[config.mk]
export PLATFORM = sky130hd
export DESIGN_NAME = cond_flags_unit
export DESIGN_NICKNAME = d
export VERILOG_FILES = /design/src/rtl/cond_flags_unit.sv
export SDC_FILE = /design/constraint.sdc
export NUM_CORES = 1
export LEC_CHECK = 0
export BUFFER_PORTS_ARGS = -buffer_cell sky130_fd_sc_hd__buf_4
export CORE_AREA = 5 5 42 44
export CTS_CLUSTER_DIAMETER = 60
export DETAILED_ROUTE_END_ITERATION = 16
export DIE_AREA = 0 0 47 49
export SYNTH_ARGS = -nofsm -noshare
export SYNTH_HDL_FRONTEND = slang
export SYNTH_SLANG_ARGS = --single-unit
[constraint.sdc]
create_clock -name clk -period 2 [get_ports clk]
set_clock_uncertainty 0.05 [all_clocks]
set_input_delay 0.4 -clock clk [delete_from_list [all_inputs] [get_ports clk]]
set_output_delay 0.4 -clock clk [all_outputs]
set_load 0.03 [all_outputs]
[src/rtl/cond_flags_unit.sv]
// Condition-check and NZCV flag register for the ARM-style control path.
// Gates PC, register and memory writes on the condition passing against the registered flags.
module cond_flags_unit #(
   parameter logic [3:0] FLAG_RST = 4'b0000
) (
   input  logic       clk,
   input  logic       reset,
   input  logic [3:0] Cond,
   input  logic [3:0] ALUFlags,
   input  logic [1:0] FlagW,
   input  logic       PCS,
   input  logic       RegW,
   input  logic       MemW,
   input  logic       NoWrite,
   output logic       PCSrc,
   output logic       RegWrite,
   output logic       MemWrite,
   output logic       CondEx,
   output logic [3:0] Flags
);

   logic n, z, c, v;

   assign {n, z, c, v} = Flags;

   always_comb begin
      CondEx = 1'b0;
      case (Cond)
         4'b0000: CondEx = z;
         4'b0001: CondEx = ~z;
         4'b0010: CondEx = c;
         4'b0011: CondEx = ~c;
         4'b0100: CondEx = n;
         4'b0101: CondEx = ~n;
         4'b0110: CondEx = v;
         4'b0111: CondEx = ~v;
         4'b1000: CondEx = c & ~z;
         4'b1001: CondEx = ~c | z;
         4'b1010: CondEx = ~(n ^ v);
         4'b1011: CondEx = n ^ v;
         4'b1100: CondEx = ~z & ~(n ^ v);
         4'b1101: CondEx = z | (n ^ v);
         4'b1110: CondEx = 1'b1;
         4'b1111: CondEx = 1'b0;
      endcase
   end

   // CondEx here is derived from the pre-edge Flags, so a flag setter is gated by the old flags.
   always_ff @(posedge clk or posedge reset) begin
      if (reset) begin
         Flags <= FLAG_RST;
      end else begin
         if (FlagW[1] && CondEx) Flags[3:2] <= ALUFlags[3:2];
         if (FlagW[0] && CondEx) Flags[1:0] <= ALUFlags[1:0];
      end
   end

   assign PCSrc    = PCS & CondEx;
   assign MemWrite = MemW & CondEx;
   assign RegWrite = RegW & CondEx & ~NoWrite;

endmodule

==> flow_summary.toml, run 1 <==
[clocking]
clk_pin_slew_ns = 0.04
cts_buffers = 3
tritoncts = "built"
insertion_delay_ns = 0.24
htreeDepth = 1
cts.path.max_buffers = 2
root_buffer = "clkbuf_4"
cts.sinks = 4

[synth]
synth_compound_area_share_pct = 7.41
muxShareOfSynthArea_pct = 28.0
synth_top_family_by_area = "multiplexers"
syn-num-nets = 45
seq_area_frac_synth_pct = 32.9
synth_cell_types = 15
synth_cells = 29
yosysWarnings = 0
synth_area_um2 = 304
synth_fa_ha_area_share_pct = 0
synth_simple_gate_area_share_pct = 21.8
synth-seq-cells = 4
synth_xor_area_share_pct = 8.64
synth.avg_cell_area_um2 = 10.5

[setup_path]
worstPathMaxFanout = 4
slowest_delay_ns = 0.41
cp_slowest_cell = "dfrtp_1"
start_kind = "register"
crit_path_end_kind = "output pin"
required_ns = 1.55
r2r-end = "Flags[2]"
r2r.worst_path.cells = 7
rrSetupSlack_ns = -0.09
crit_type = "reg2out"
rr_startpoint = "Flags[2]"
arrival_ns = 1.75
cp_cell_sequence = "mux2i_1 -> nor3_1 -> a311oi_4 -> xnor2_4 -> and3b_2 -> buf_6"

[pwr]
power_frac_comb_pct = 67.9
swShare_pct = 40.5
pwr-share-clk_pct = 13.2
internal-power_w = 0.000496
leakagePower_nw = 0.319
p_seq_share_pct = 18.9
peakVddDrop_mv = 0.819
power_density_mw_per_mm2 = 1250
p_switching_w = 0.000337

[global_routing]
overflow = 0
grt_pass1_vias = 352
grt_pass1_wl_um = 1500
grt_usage_pct = 9.19
grt_max_degree = 6
antenna_found_initial = 0

[sta]
rsz0062_at_grt = "yes"
fin_crit_ns = 2.20
max_freq_ghz = 0.455
setup_viol_count_final = 8
fin_ws_ns = -0.200
maxSlewViolCount = 0
hold_violations = 0
min_period_over_period_pct = 110
max_slew_margin_pct = 75.7
holdWs_ns = 0.338
worst_pin_slew_ns = 0.364

[routing]
final_antenna_net_count = 0
via_per_inst = 4.28
firstDrtPassIters = 2
vias = 338
detail_route.wl_per_cell_um = 12.1
totalWireLength_um = 956
drc_errors = 0
drtIter0Drc = 4

[layout]
layout_commonest_cell = "buf_4"
num_antenna_cells = 0
top_regs = "Flags (4)"
top_register = "Flags"
drive_gt1_share_pct = 76.2
nets = 80
area_growth_pct = 119
largest_register_ffs = 4

[floorplanning]
core_area_mm2 = 0.00140
die-area_mm2 = 0.00230
fp.dieW_um = 47
num_rows = 14
start_util_pct = 21.7
ios = 24
die_h_um = 49

[hold_path]
worstHoldPathCells = 2
worstHoldStart = "ALUFlags[2]"
hold_path_class = "in2reg"
min_to = "Flags[2]"

[outcome]
outcome = "complete, but fails checks"
violations = "setup timing"

[placement]
place_ws_ns = -0.193
port_buffers = 23
routabilityCongestion = 0.704
hpwlAfterDp_um = 743

[job]
cap_violations = 0
[logic make-up (layout without fill, tap and decap cells)]
kind of cell / after synthesis / count (layout)
AO/OA/AOI/OAI: 2 / 2
XOR/XNOR: 3 / 3
flip-flops: 4 / 4
multiplexers: 8 / 8
buffers and inverters: 1 / 35
AND/OR/NAND/NOR: 11 / 11
[critical path, delay by kind of cell (launching register included)]
kind / cells / cell delay (ns)
muxes: 1 / 0.14
xor gates and xnor gates: 1 / 0.16
and+or+nand+nor: 2 / 0.29
AOI/OAI and AO/OA: 1 / 0.38
buffers and inverters: 1 / 0.12
DFF: 1 / 0.41
[what timing repair did]
item / CTS / global route
endpoints found under the hold margin: 2 / 0
gates resized for setup: 10 / 1
hold buffers: 1 / 0
pin swaps: 1 / 0
setup endpoints to repair: 8 / 8
setup buffers: 1 / 1
[power groups by stage]
| stage | logic (W) | registers, W | clock network (W) |
|---|---|---|---|
| after CTS | 0.000553 | 0.000156 | 0.000114 |
| after global routing | 0.000601 | 0.000162 | 0.000124 |
| after floorplan | 0.000205 | 0.000226 | 0 |
| after detailed placement | 0.000472 | 0.000155 | 0 |
| final | 0.000565 | 0.000158 | 0.000110 |
| after global placement | 0.000466 | 0.000156 | 0 |
[Yosys cell counts]
library cell,count,share of area (%)
a311oi_2,1,4.9
and2_1,2,4.1
and3b_1,1,2.9
dfrtp_1,4,33
inv_1,1,1.2
mux2_1,4,15
mux2i_1,4,13
nand2_1,3,3.7
nor2_1,1,1.2
nor3_1,1,1.6
nor3b_1,1,2.5
o21bai_1,1,2.5
or2b_2,2,5.8
xnor2_1,1,2.9
xor2_1,2,5.8
[metrics by stage]
stage / power, W / instance area (um^2) / std cells / utilization (%) / TNS (ns)
global placement: 0.000622 / 564 / 72 / 40.3 / -0.892
detailed placement: 0.000627 / 564 / 72 / 40.3 / -1.02
floorplan: 0.000432 / 342 / 29 / - / -0.279
global route: 0.000888 / 667 / 79 / 47.6 / -1.70
CTS: 0.000823 / 656 / 78 / 46.8 / -0.920
finish: 0.000832 / 667 / 79 / 47.6 / -0.899
[layout make-up]
cell class / instances / area (um^2)
fill: 138 / 734
sequential: 4 / 104
clock buffer: 4 / 26.3
multi-input combinational: 24 / 274
tap: 16 / 20.0
timing repair buffer: 30 / 239
inverter: 1 / 3.75
[per-layer routing]
metal	vias up	track usage, %	wire length, um
met4	0	0	0
met1	153	9.33	342
li1	172	-	-
met2	13	16.5	537
met3	0	5.54	75
met5	-	0	0
[worst max-delay path by stage]
stage	start	to	slack, ns	cells past startpoint
final	Flags[2]	RegWrite	-0.20	6
after detailed placement	Cond[1]	Flags[3]	-0.19	7
after floorplan	Flags[0]	RegWrite	-0.12	5
after global placement	Cond[1]	Flags[3]	-0.17	7
after CTS	Flags[1]	RegWrite	-0.21	6
after global routing	Flags[1]	RegWrite	-0.30	6
Note: power is estimated with default switching activity, not from simulation.
==> inputs of run 2 (changes only) <==
- SKIP_CTS_REPAIR_TIMING: not set -> 1
- TNS_END_PERCENT: not set -> 30
==> flow_summary.toml, run 2 (synthesized netlist as in run 1, its figures left out) <==
[outcome]
outcome = "complete, but fails checks"
violations = "setup timing"

[clocking]
htreeDepth = 1
tritoncts = "built"
cts_buffers = 3
root_buffer = "clkbuf_4"
cts.sinks = 4
insertion_delay_ns = 0.25
cts.path.max_buffers = 2
clk_pin_slew_ns = 0.05

[global_routing]
grt_usage_pct = 9.10
grt_max_degree = 6
overflow = 0
antenna_found_initial = 0
grt_pass1_vias = 353
grt_pass1_wl_um = 1460

[sta]
max_freq_ghz = 0.454
max_slew_margin_pct = 76.8
worst_pin_slew_ns = 0.349
setup_viol_count_final = 8
maxSlewViolCount = 0
fin_crit_ns = 2.20
rsz0062_at_grt = "yes"
fin_setup_tns_ns = -0.946
fin_ws_ns = -0.203
min_period_over_period_pct = 110
holdWs_ns = 0.340
hold_violations = 0

[routing]
drc_errors = 0
final_antenna_net_count = 0
detail_route.wl_per_cell_um = 12.3
totalWireLength_um = 987
via_per_inst = 4.30
drtIter0Drc = 1
firstDrtPassIters = 4
vias = 344

[setup_path]
cp_cell_sequence = "nor2_1 -> o21bai_1 -> a311oi_4 -> xnor2_4 -> and3b_2 -> buf_6"
r2r.worst_path.cells = 7
cp_slowest_cell = "dfrtp_2"
endpoint = "RegWrite"
rr_startpoint = "Flags[1]"
slowest_delay_ns = 0.42
arrival_ns = 1.75
startpoint = "Flags[1]"
crit_type = "reg2out"
start_kind = "register"
rrSetupSlack_ns = -0.08
r2r-end = "Flags[3]"
worstPathMaxFanout = 4
required_ns = 1.55
crit_path_end_kind = "output pin"

[hold_path]
worstHoldStart = "ALUFlags[0]"
hold_path_class = "in2reg"

[placement]
dp_cells = 73
place_ws_ns = -0.191
routabilityCongestion = 0.709
port_buffers = 23

[floorplanning]
num_rows = 14
fp.dieW_um = 47
core_area_mm2 = 0.00140
die_h_um = 49
ios = 24
start_util_pct = 21.7
die-area_mm2 = 0.00230

[layout]
num_antenna_cells = 0
mostFrequentLayoutCells = "29 x buf_4, 4 x mux2_4, 3 x dfrtp_2, 3 x nand2_1, 3 x clkbuf_4"
top_register = "Flags"
area_growth_pct = 119
largest_register_ffs = 4
multi_input_area_um2 = 274
regArea_um2 = 104
drive_gt1_share_pct = 76.6
nets = 81
n_fill_cell = 145
top_regs = "Flags (4)"
layout_commonest_cell = "buf_4"
stdcell_count = 80

[pwr]
pwr-share-clk_pct = 13.5
power_frac_comb_pct = 68.1
peakVddDrop_mv = 0.709
p_switching_w = 0.000339
swShare_pct = 40.2
power_density_mw_per_mm2 = 1270
p_seq_share_pct = 18.4
internal-power_w = 0.000506
leakagePower_nw = 0.325
power_w = 0.000845

[job]
cap_violations = 0
-- run 2: how the worst min path moves through the flow --
stage | endpoint | slack [ns] | cells after the start
after global placement | Flags[2] | 0.24 | 2
after detailed placement | Flags[2] | 0.25 | 2
final | Flags[0] | 0.34 | 2
after CTS | Flags[0] | -0.01 | 2
after global routing | Flags[0] | 0.33 | 2
after floorplan | Flags[2] | 0.12 | 1
-- run 2: cell type report --
class                      instances  area share [%]
sequential                         4            15.6
inverter                           1           0.563
clock buffer                       4            3.94
timing repair buffer              31            35.8
multi-input combinational         24            41.1
tap                               16            3.00
-- run 2: per-layer routing --
layer / vias up / global-route usage, % / share of wire (%)
met5: - / 0 / 0
met1: 159 / 6.84 / 32
met2: 12 / 16.5 / 60
li1: 171 / - / -
met3: 2 / 3.69 / 6.4
met4: 0 / 6.91 / 1.7
-- run 2: critical path, delay by kind of cell, from the launching register on --
family | cells | cell delay, ns
buf+inv | 1 | 0.13
simple gates | 2 | 0.32
compound gates | 2 | 0.48
flops | 1 | 0.42
xor+xnor | 1 | 0.16
-- run 2: through the flow --
step	utilization, %	cell area (um^2)
6_report	47.6	667
5_1_grt	47.6	667
4_1_cts	42.7	598
3_5_place_dp	40.8	572
3_3_place_gp	40.8	572
2_1_floorplan	-	342
-- run 2: power by group through the flow --
stage                     clock (W)  combinational [W]  sequential, W
after global routing       0.000129           0.000605       0.000158
final                      0.000114           0.000575       0.000156
after detailed placement          0           0.000488       0.000156
after CTS                  0.000118           0.000490       0.000156
after floorplan                   0           0.000205       0.000226
after global placement            0           0.000484       0.000155
